[src/rtl/axi_stream_to_bt656.sv]
// axi_stream_to_bt656: BT.656 transmitter fed by an AXI4-Stream YCbCr 4:2:2 pixel stream.
// Ports: axi_clk_i/axi_rst_i byte clock and sync active-high reset; tx_en_i enables transmission;
// s_t*_i/s_tready_o AXI-S slave (tdata [7:0]=Y, [15:8]=C); bt656_data_o registered BT.656 byte;
// locked_o stream aligned; underrun_o/sync_err_o one-cycle error pulses.
module axi_stream_to_bt656 #(
  parameter int H_ACTIVE    = 720,
  parameter int H_BLANK     = 268,
  parameter int V_BLANK_TOP = 20,
  parameter int V_ACTIVE    = 480,
  parameter int V_BLANK_BOT = 25
) (
  input  logic        axi_clk_i,
  input  logic        axi_rst_i,
  input  logic        tx_en_i,
  input  logic [15:0] s_tdata_i,
  input  logic        s_tvalid_i,
  input  logic        s_tuser_i,
  input  logic        s_tlast_i,
  output logic        s_tready_o,
  output logic [7:0]  bt656_data_o,
  output logic        locked_o,
  output logic        underrun_o,
  output logic        sync_err_o
);
  localparam int H_TOTAL = 8 + H_BLANK + 2 * H_ACTIVE;
  localparam int V_TOTAL = V_BLANK_TOP + V_ACTIVE + V_BLANK_BOT;
  localparam int HW = $clog2(H_TOTAL);
  localparam int VW = $clog2(V_TOTAL);
  localparam logic [HW-1:0] H_END    = HW'(H_TOTAL - 1);
  localparam logic [HW-1:0] H_EAV    = HW'(4);
  localparam logic [HW-1:0] H_SAV    = HW'(4 + H_BLANK);
  localparam logic [HW-1:0] H_ACT    = HW'(8 + H_BLANK);
  localparam logic [HW-1:0] PIX_LAST = HW'(H_ACTIVE - 1);
  localparam logic [VW-1:0] V_END    = VW'(V_TOTAL - 1);
  localparam logic [VW-1:0] V_FIRST  = VW'(V_BLANK_TOP);
  localparam logic [VW-1:0] V_LAST   = VW'(V_BLANK_TOP + V_ACTIVE - 1);
  typedef enum logic [1:0] {ALIGN, WAIT_FRAME, RUN} state_t;
  state_t state_q, state_d;
  logic [HW-1:0] h_q, h_d, k, t, pix;
  logic [VW-1:0] v_q, v_d;
  logic [7:0] y_q, y_d, data_q, data_d, xy, code;
  logic under_q, under_d, serr_q, serr_d;
  logic v_act, h_act, hb, vb, due, first, last, ok;
  logic [1:0] idx;
  function automatic logic [7:0] clamp(input logic [7:0] d);
    return d == 8'h00 ? 8'h01 : d == 8'hFF ? 8'hFE : d;
  endfunction
  always_comb begin
    h_d = h_q == H_END ? '0 : h_q + 1'b1;
    v_d = h_q != H_END ? v_q : v_q == V_END ? '0 : v_q + 1'b1;
    v_act = v_q >= V_FIRST && v_q <= V_LAST;
    h_act = h_q >= H_ACT;
    hb = h_q < H_EAV;
    vb = ~v_act;
    k = h_q - H_ACT;
    t = h_q - H_SAV;
    pix = {1'b0, k[HW-1:1]};
    due = state_q == RUN && tx_en_i && v_act && h_act && ~k[0];
    first = v_q == V_FIRST && pix == '0;
    last = pix == PIX_LAST;
    under_d = due && ~s_tvalid_i;
    // Sideband is checked even without tvalid so a bad marker on an underrun cycle is still flagged.
    serr_d = due && (s_tuser_i != first || s_tlast_i != last);
    ok = due && s_tvalid_i && ~serr_d;
    // Y is reloaded on every even active byte, with black when no pixel is delivered.
    y_d = h_act && ~k[0] ? (ok ? clamp(s_tdata_i[7:0]) : 8'h10) : y_q;
    xy = {1'b1, 1'b0, vb, hb, vb ^ hb, hb, vb, vb ^ hb};
    idx = hb ? h_q[1:0] : t[1:0];
    code = idx == 2'd0 ? 8'hFF : idx == 2'd3 ? xy : 8'h00;
    data_d = hb ? code :
             h_q < H_SAV ? (h_q[0] ? 8'h10 : 8'h80) :
             ~h_act ? code :
             ~v_act ? (k[0] ? 8'h10 : 8'h80) :
             k[0] ? y_q :
             ok ? clamp(s_tdata_i[15:8]) : 8'h80;
    state_d = ~tx_en_i ? ALIGN :
              state_q == ALIGN ? (s_tvalid_i && s_tuser_i ? WAIT_FRAME : ALIGN) :
              state_q == WAIT_FRAME ? (h_q == '0 && v_q == V_FIRST ? RUN : WAIT_FRAME) :
              under_d || serr_d ? ALIGN :
              h_q == H_END && v_q == V_LAST ? WAIT_FRAME : RUN;
  end
  always_ff @(posedge axi_clk_i) begin
    if (axi_rst_i) begin
      state_q <= ALIGN;
      h_q     <= '0;
      v_q     <= '0;
      y_q     <= 8'h10;
      data_q  <= 8'h10;
      under_q <= 1'b0;
      serr_q  <= 1'b0;
    end else begin
      state_q <= state_d;
      h_q     <= h_d;
      v_q     <= v_d;
      y_q     <= y_d;
      data_q  <= data_d;
      under_q <= under_d;
      serr_q  <= serr_d;
    end
  end
  assign s_tready_o = ~axi_rst_i && tx_en_i &&
                      (state_q == ALIGN ? ~(s_tvalid_i && s_tuser_i) : due);
  assign bt656_data_o = data_q;
  assign locked_o = state_q == WAIT_FRAME || state_q == RUN;
  assign underrun_o = under_q;
  assign sync_err_o = serr_q;
endmodule

[config.mk]
export PLATFORM = sky130hd
export DESIGN_NAME = axi_stream_to_bt656
export DESIGN_NICKNAME = d
export VERILOG_FILES = /design/src/rtl/axi_stream_to_bt656.sv
export SDC_FILE = /design/constraint.sdc
export NUM_CORES = 1
export LEC_CHECK = 0
export CAP_MARGIN = 25
export CELL_PAD_IN_SITES_DETAIL_PLACEMENT = 1
export CELL_PAD_IN_SITES_GLOBAL_PLACEMENT = 2
export CORE_ASPECT_RATIO = 0.9
export CORE_MARGIN = 2
export CORE_UTILIZATION = 32
export DETAILED_ROUTE_END_ITERATION = 16
export PLACE_DENSITY = 0.9
export SLEW_MARGIN = 15
export SYNTH_ARGS = -nofsm -noshare
export SYNTH_HDL_FRONTEND = slang
export SYNTH_SLANG_ARGS = --single-unit
[constraint.sdc]
create_clock -name axi_clk_i -period 2.8 [get_ports axi_clk_i]
set_input_delay 0.7 -clock axi_clk_i [delete_from_list [all_inputs] [get_ports axi_clk_i]]
set_output_delay 0.7 -clock axi_clk_i [all_outputs]
set_load 0.1 [all_outputs]
# [After elaboration in Yosys (flattened, before gate mapping)]
# Cells that the tools add are included.
[totals] regBits=41 latchBits=0 mem_bits_rw=0 mem_bits_ro=0 inputBits=22 word_cells=88 n_memories=0
[op_classes] add_sub_neg=4 mul=0 div=0 n_lt_le_gt_ge=5 eq_ne=13 shifts=0 n_mux=24 bitwise=8 reduce_logical=27
[ops] operator="two-way mux 8 bit" count=15
[ops] operator="== test 10 bit (second input constant)" count=2
[ops] operator="== test 8 bit (second input constant)" count=2
[ops] operator="logical AND 1 bit" count=16
[ops] operator="logical NOT 8 bit" count=2
[ops] operator="two-way mux 2 bit" count=6
[ops] operator="adder 11 x 1 -> 11 bit (second input constant)" count=1
[ops] operator="== test 11 bit (second input constant)" count=1
[ops] operator=">= comparator 11 x 9 -> 1 bit (second input constant)" count=1
[ops] operator="logical NOT 11 bit" count=1
[ops] operator="less-than comparator 11 x 3 -> 1 bit (second input constant)" count=1
[ops] operator="less-than comparator 11 x 9 -> 1 bit (second input constant)" count=1
[ops] operator="inequality test 11 bit (second input constant)" count=1
[ops] operator="subtractor 11 x 9 -> 11 bit (second input constant)" count=1
[ops] operator="adder 10 x 1 -> 10 bit (second input constant)" count=1
[ops] operator="== test 10 x 5 -> 1 bit (second input constant)" count=1
[ops] operator="== test 10 x 9 -> 1 bit (second input constant)" count=1
[ops] operator=">= comparator 10 x 5 -> 1 bit (second input constant)" count=1
[ops] operator="<= comparator 10 x 9 -> 1 bit (second input constant)" count=1
[ops] operator="logical NOT 10 bit" count=1
[ops] operator="two-way mux 10 bit" count=1
[ops] operator="NOT 1 bit" count=7
[ops] operator="== test 2 bit (second input constant)" count=2
[ops] operator="logical NOT 2 bit" count=2
[ops] operator="7 further kinds" count=12

# [Depth between registers and ports, before layout]
[logic_depth] ltp_word=14 mapped_depth=11 mapped_depth_nobuf=9

# [Least setup slack after synthesis]
# Ideal clock, no wire load.
[synth_path] path_kind="reg2out" start="register h_q[7]" end="output port s_tready_o" arrival_time_ns=3.884 required_time_ns=2.100 slack_ns=-1.784 path_stages_with_launch=9 n_path_buf=2 path_cell_list="dfxtp_1 > buf_6 > or3_1 > buf_2 > nor4_4 > a2111oi_4 > nor4_4 > nor2_1 > nor3b_1"
[synth_between] elab_chain_len=5
[synth_lines] item="start: declaration" line="39" text="logic [HW-1:0] h_q, h_d, k, t, pix;"
[synth_lines] item="start signal: assignment" line="85" text="h_q <= '0;"
[synth_lines] item="start signal: assignment" line="93" text="h_q <= h_d;"
[synth_lines] item=">= comparator 11 x 9 -> 1 bit" line="52" text="h_act = h_q >= H_ACT;"
[synth_lines] item="logical AND 1 bit (2 in series)" line="58" text="due = state_q == RUN && tx_en_i && v_act && h_act && ~k[0];"
[synth_lines] item="two-way mux 1 bit" line="102" text="(state_q == ALIGN ? ~(s_tvalid_i && s_tuser_i) : due);"
[synth_lines] item="logical AND 1 bit" line="101" text="assign s_tready_o = ~axi_rst_i && tx_en_i &&"
[synth_lines] item="end: declaration" line="19" text="output logic s_tready_o,"
# No other way between the ends.

# [Worst setup path in the final report]
[layout_path] start="register h_q[3]" end="output port s_tready_o"
# Same word-level chain as after synthesis.

==> impl_results.md <==
* Most common cell on crit path: nor4_4
* Vias/cell at 5.36
* Clock Power Share at 31.2%
* Synth top cells by count: nor2_1, dfxtp_1, nand2_1
* WL per Instance at 16.2 um
* CTS buffer count at 5
* Synth top area share at 32.5%
* Worst slew pin tran at 533 ps
* Ys flop type: dfxtp_1
* Status: finished clean
* Post-synthesis cell area at 2520 um^2
* Detailed placement HPWL at 5830 um
* Cell depth of the worst setup path at 9
* PortBufs at 33
* Switching share of power at 33.3%
* Distinct cell type count after synthesis at 56
* Die H at 88.3 um
* Clock transition at path regs at 90 ps
* Maximum clock rate at 361 MHz
* Number of max-cap violations at 0
* CP cell instances: inv_4, ha_1, nand2_1, nor4_4, a2111oi_4, nor4_4, nor2_2, nor3b_4, buf_12
* Fin. max-slew vios at 0
* CTS tree: done
* Worst-path fanout max at 5
* Int Power at 0.000866 W
* Largest stage delay, worst path at 360 ps
* Clk Latency, worst-skew pair at 300 ps
* Post-route insts no fill at 453
* Area contributors post-synth: dfxtp_1, nor2_1, ha_1
* Share of cells above drive strength 1 at 15.7%
* Cells after Synth at 312
* Global placement routability congestion at 0.855
* Clk buf depth at 2
* Reg2Reg Depth at 8
* Number of detailed-route iterations in the first pass at 4
* Most numerous cell in the Yosys netlist: nor2_1
* Worst Clk Skew at 7.18 ps
* # IOs at 34
* Core ar. at 7580 um^2
* Initial Util at 33.3%
* Comb pwr share at 21.9%
* Initial antenna violation count at 0
* Max stage delay cell, worst path: dfxtp_2
* Gr busiest metal: met2
* Crit share post-route at 99.0%
* Crit. End Element: primary output
* Largest net degree at the start of global routing at 16
* Pwr per Cell Area at 411 nW/um^2
* Area delta synth->final at 25.0%
* Final wirelength at 7320 um
* Root buf cell: clkbuf_8
* RSZ-0062 raised after global routing: yes
* Starting DRT DRC Count at 76
* Crit path arrival time at 2070 ps
* Global-route wire length before repair at 11900 um
* Post-DRT Antenna Nets at 0
* Clk sink count at 41
* Yosys reg bits at 41
* Met1 Usage GRT at 23.6%
* Worst setup SP type: register
* Buf+Inv Stages, Crit Path at 2
* Fin crit period at 2770 ps
* Rows at 30
* WS Path Type: reg -> out
* FF-to-FF End: y_q[5]
* Diodes inserted at 0
* Sequential element share of the synthesized area at 32.5%
* Grt met3 use at 2.53%
* CP Launch Point: h_q[3]
* # setup viols final at 0
* RR Startpoint: v_q[4]
* Die X at 97.6 um
* CP top delay family: simple AND/OR/NAND/NOR gates
* Nets at 389
* DRC at 0
* Total global routing overflow at 0
* Post-Syn Nets at 345
* CP required at 2100 ps
* Vias in the first global route at 2441
* Final Util at 41.6%
* P_sw at 0.000432 W
* Sequential power share at 47.0%
* Worst slack, placed at -20.3 ps
* Gr usage total at 17.1%
* H-Tree Depth at 2
* Synth warn at 0
* Post-synthesis average cell area at 8.09 um^2
* Critical Path End: s_tready_o
* Die Footprint at 8620 um^2
* Via Count at 2430
* Final Hold Vio Count at 0
* Reg-to-reg slack, setup at 290 ps
* Max IR drop VDD at 0.000208 V
* Ys async rst share at 0%
* P_leak at 1.18 nW
* Number of synthesized flops with an enable pin at 0
* Slew margin rel. at 64.2%
* HP Class: reg -> reg
* Placed cells at 445
* M2 GR Usage at 28.7%
* Leading area contributor after synthesis: dfxtp_1
* Final worst slack at 28.4 ps
==> flip-flops by register name, indices dropped and copies added (netlist names) <==
name and count:
state_q 2, v_q 10, h_q 11, y_q 8
sync_err_o 1, underrun_o 1, bt656_data_o 8
==> power groups by stage <==
stage	logic, W	registers, W	clock network [W]
final	0.000284	0.000610	0.000405
after floorplan	0.0000935	0.000718	0
after detailed placement	0.000284	0.000624	0
after CTS	0.000285	0.000610	0.000416
after global routing	0.000300	0.000612	0.000437
after global placement	0.000281	0.000623	0
==> metrics by stage <==
step	hold slack, ps	power [W]	instance area [um^2]	TNS, ps
6_report	489	0.00130	3160	0
5_1_grt	507	0.00135	3160	-120
4_1_cts	486	0.00131	3160	-4.85
3_5_place_dp	463	0.000907	3050	-20.3
3_3_place_gp	462	0.000904	3050	-3.32
2_1_floorplan	442	0.000812	2540	-246
==> logic make-up after synthesis <==
logic type	synth area share (%)
xor gates and xnor gates	6.94
DFF	32.5
buffers and inverters	4.46
and+or+nand+nor	29.5
AOI/OAI and AO/OA	21.1
adders and majority gates	5.45
==> final cells by class <==
| type | count | area (um^2) |
|---|---|---|
| Timing Repair Buffer | 51 | 459 |
| Inverter | 12 | 47.5 |
| Clock buffer | 5 | 68.8 |
| Sequential cell | 41 | 826 |
| Fill cell | 931 | 4430 |
| Tap cell | 96 | 120 |
| Multi-Input combinational cell | 245 | 1610 |
| Clock inverter | 3 | 22.5 |
==> worst min-delay path by stage <==
stage | from | endpoint | slack (ps) | cells after the start
after floorplan | y_q[6] | y_q[6] | 440 | 1
after global placement | y_q[1] | y_q[1] | 460 | 1
after detailed placement | y_q[3] | y_q[3] | 460 | 1
after CTS | y_q[3] | y_q[3] | 490 | 1
after global routing | y_q[1] | y_q[1] | 510 | 1
final | y_q[3] | y_q[3] | 490 | 1
==> routing by layer <==
layer | vias to the layer above | wire length, um
met1 | 1164 | 3670
met4 | 0 | 58
li1 | 1209 | -
met5 | - | 0
met3 | 7 | 323
met2 | 50 | 3270
==> placed cells by master (no fill, tap or decap), types with 7 or more instances in the layout <==
cell             netlist  final
dfxtp_1               41     39
nand2_1               28     27
clkdlybuf4s50_1        0     20
nand4_1               10     10
xnor2_1                8      8
a22o_1                 7      7
buf_4                  1     28
nor2_1                42     41
a21oi_1               16     16
inv_1                 12     11
ha_1                  11     11
nand3_1               14     14
xor2_1                12     12
o21ai_0               14     14
==> what timing repair did <==
item	CTS	global route
setup buffers	0	0
setup endpoints to repair	1	1
hold buffers	0	0
pin swaps	0	0
endpoints found under the hold margin	0	0
gates resized for setup	8	0
Note: power is estimated with default switching activity, not from simulation.
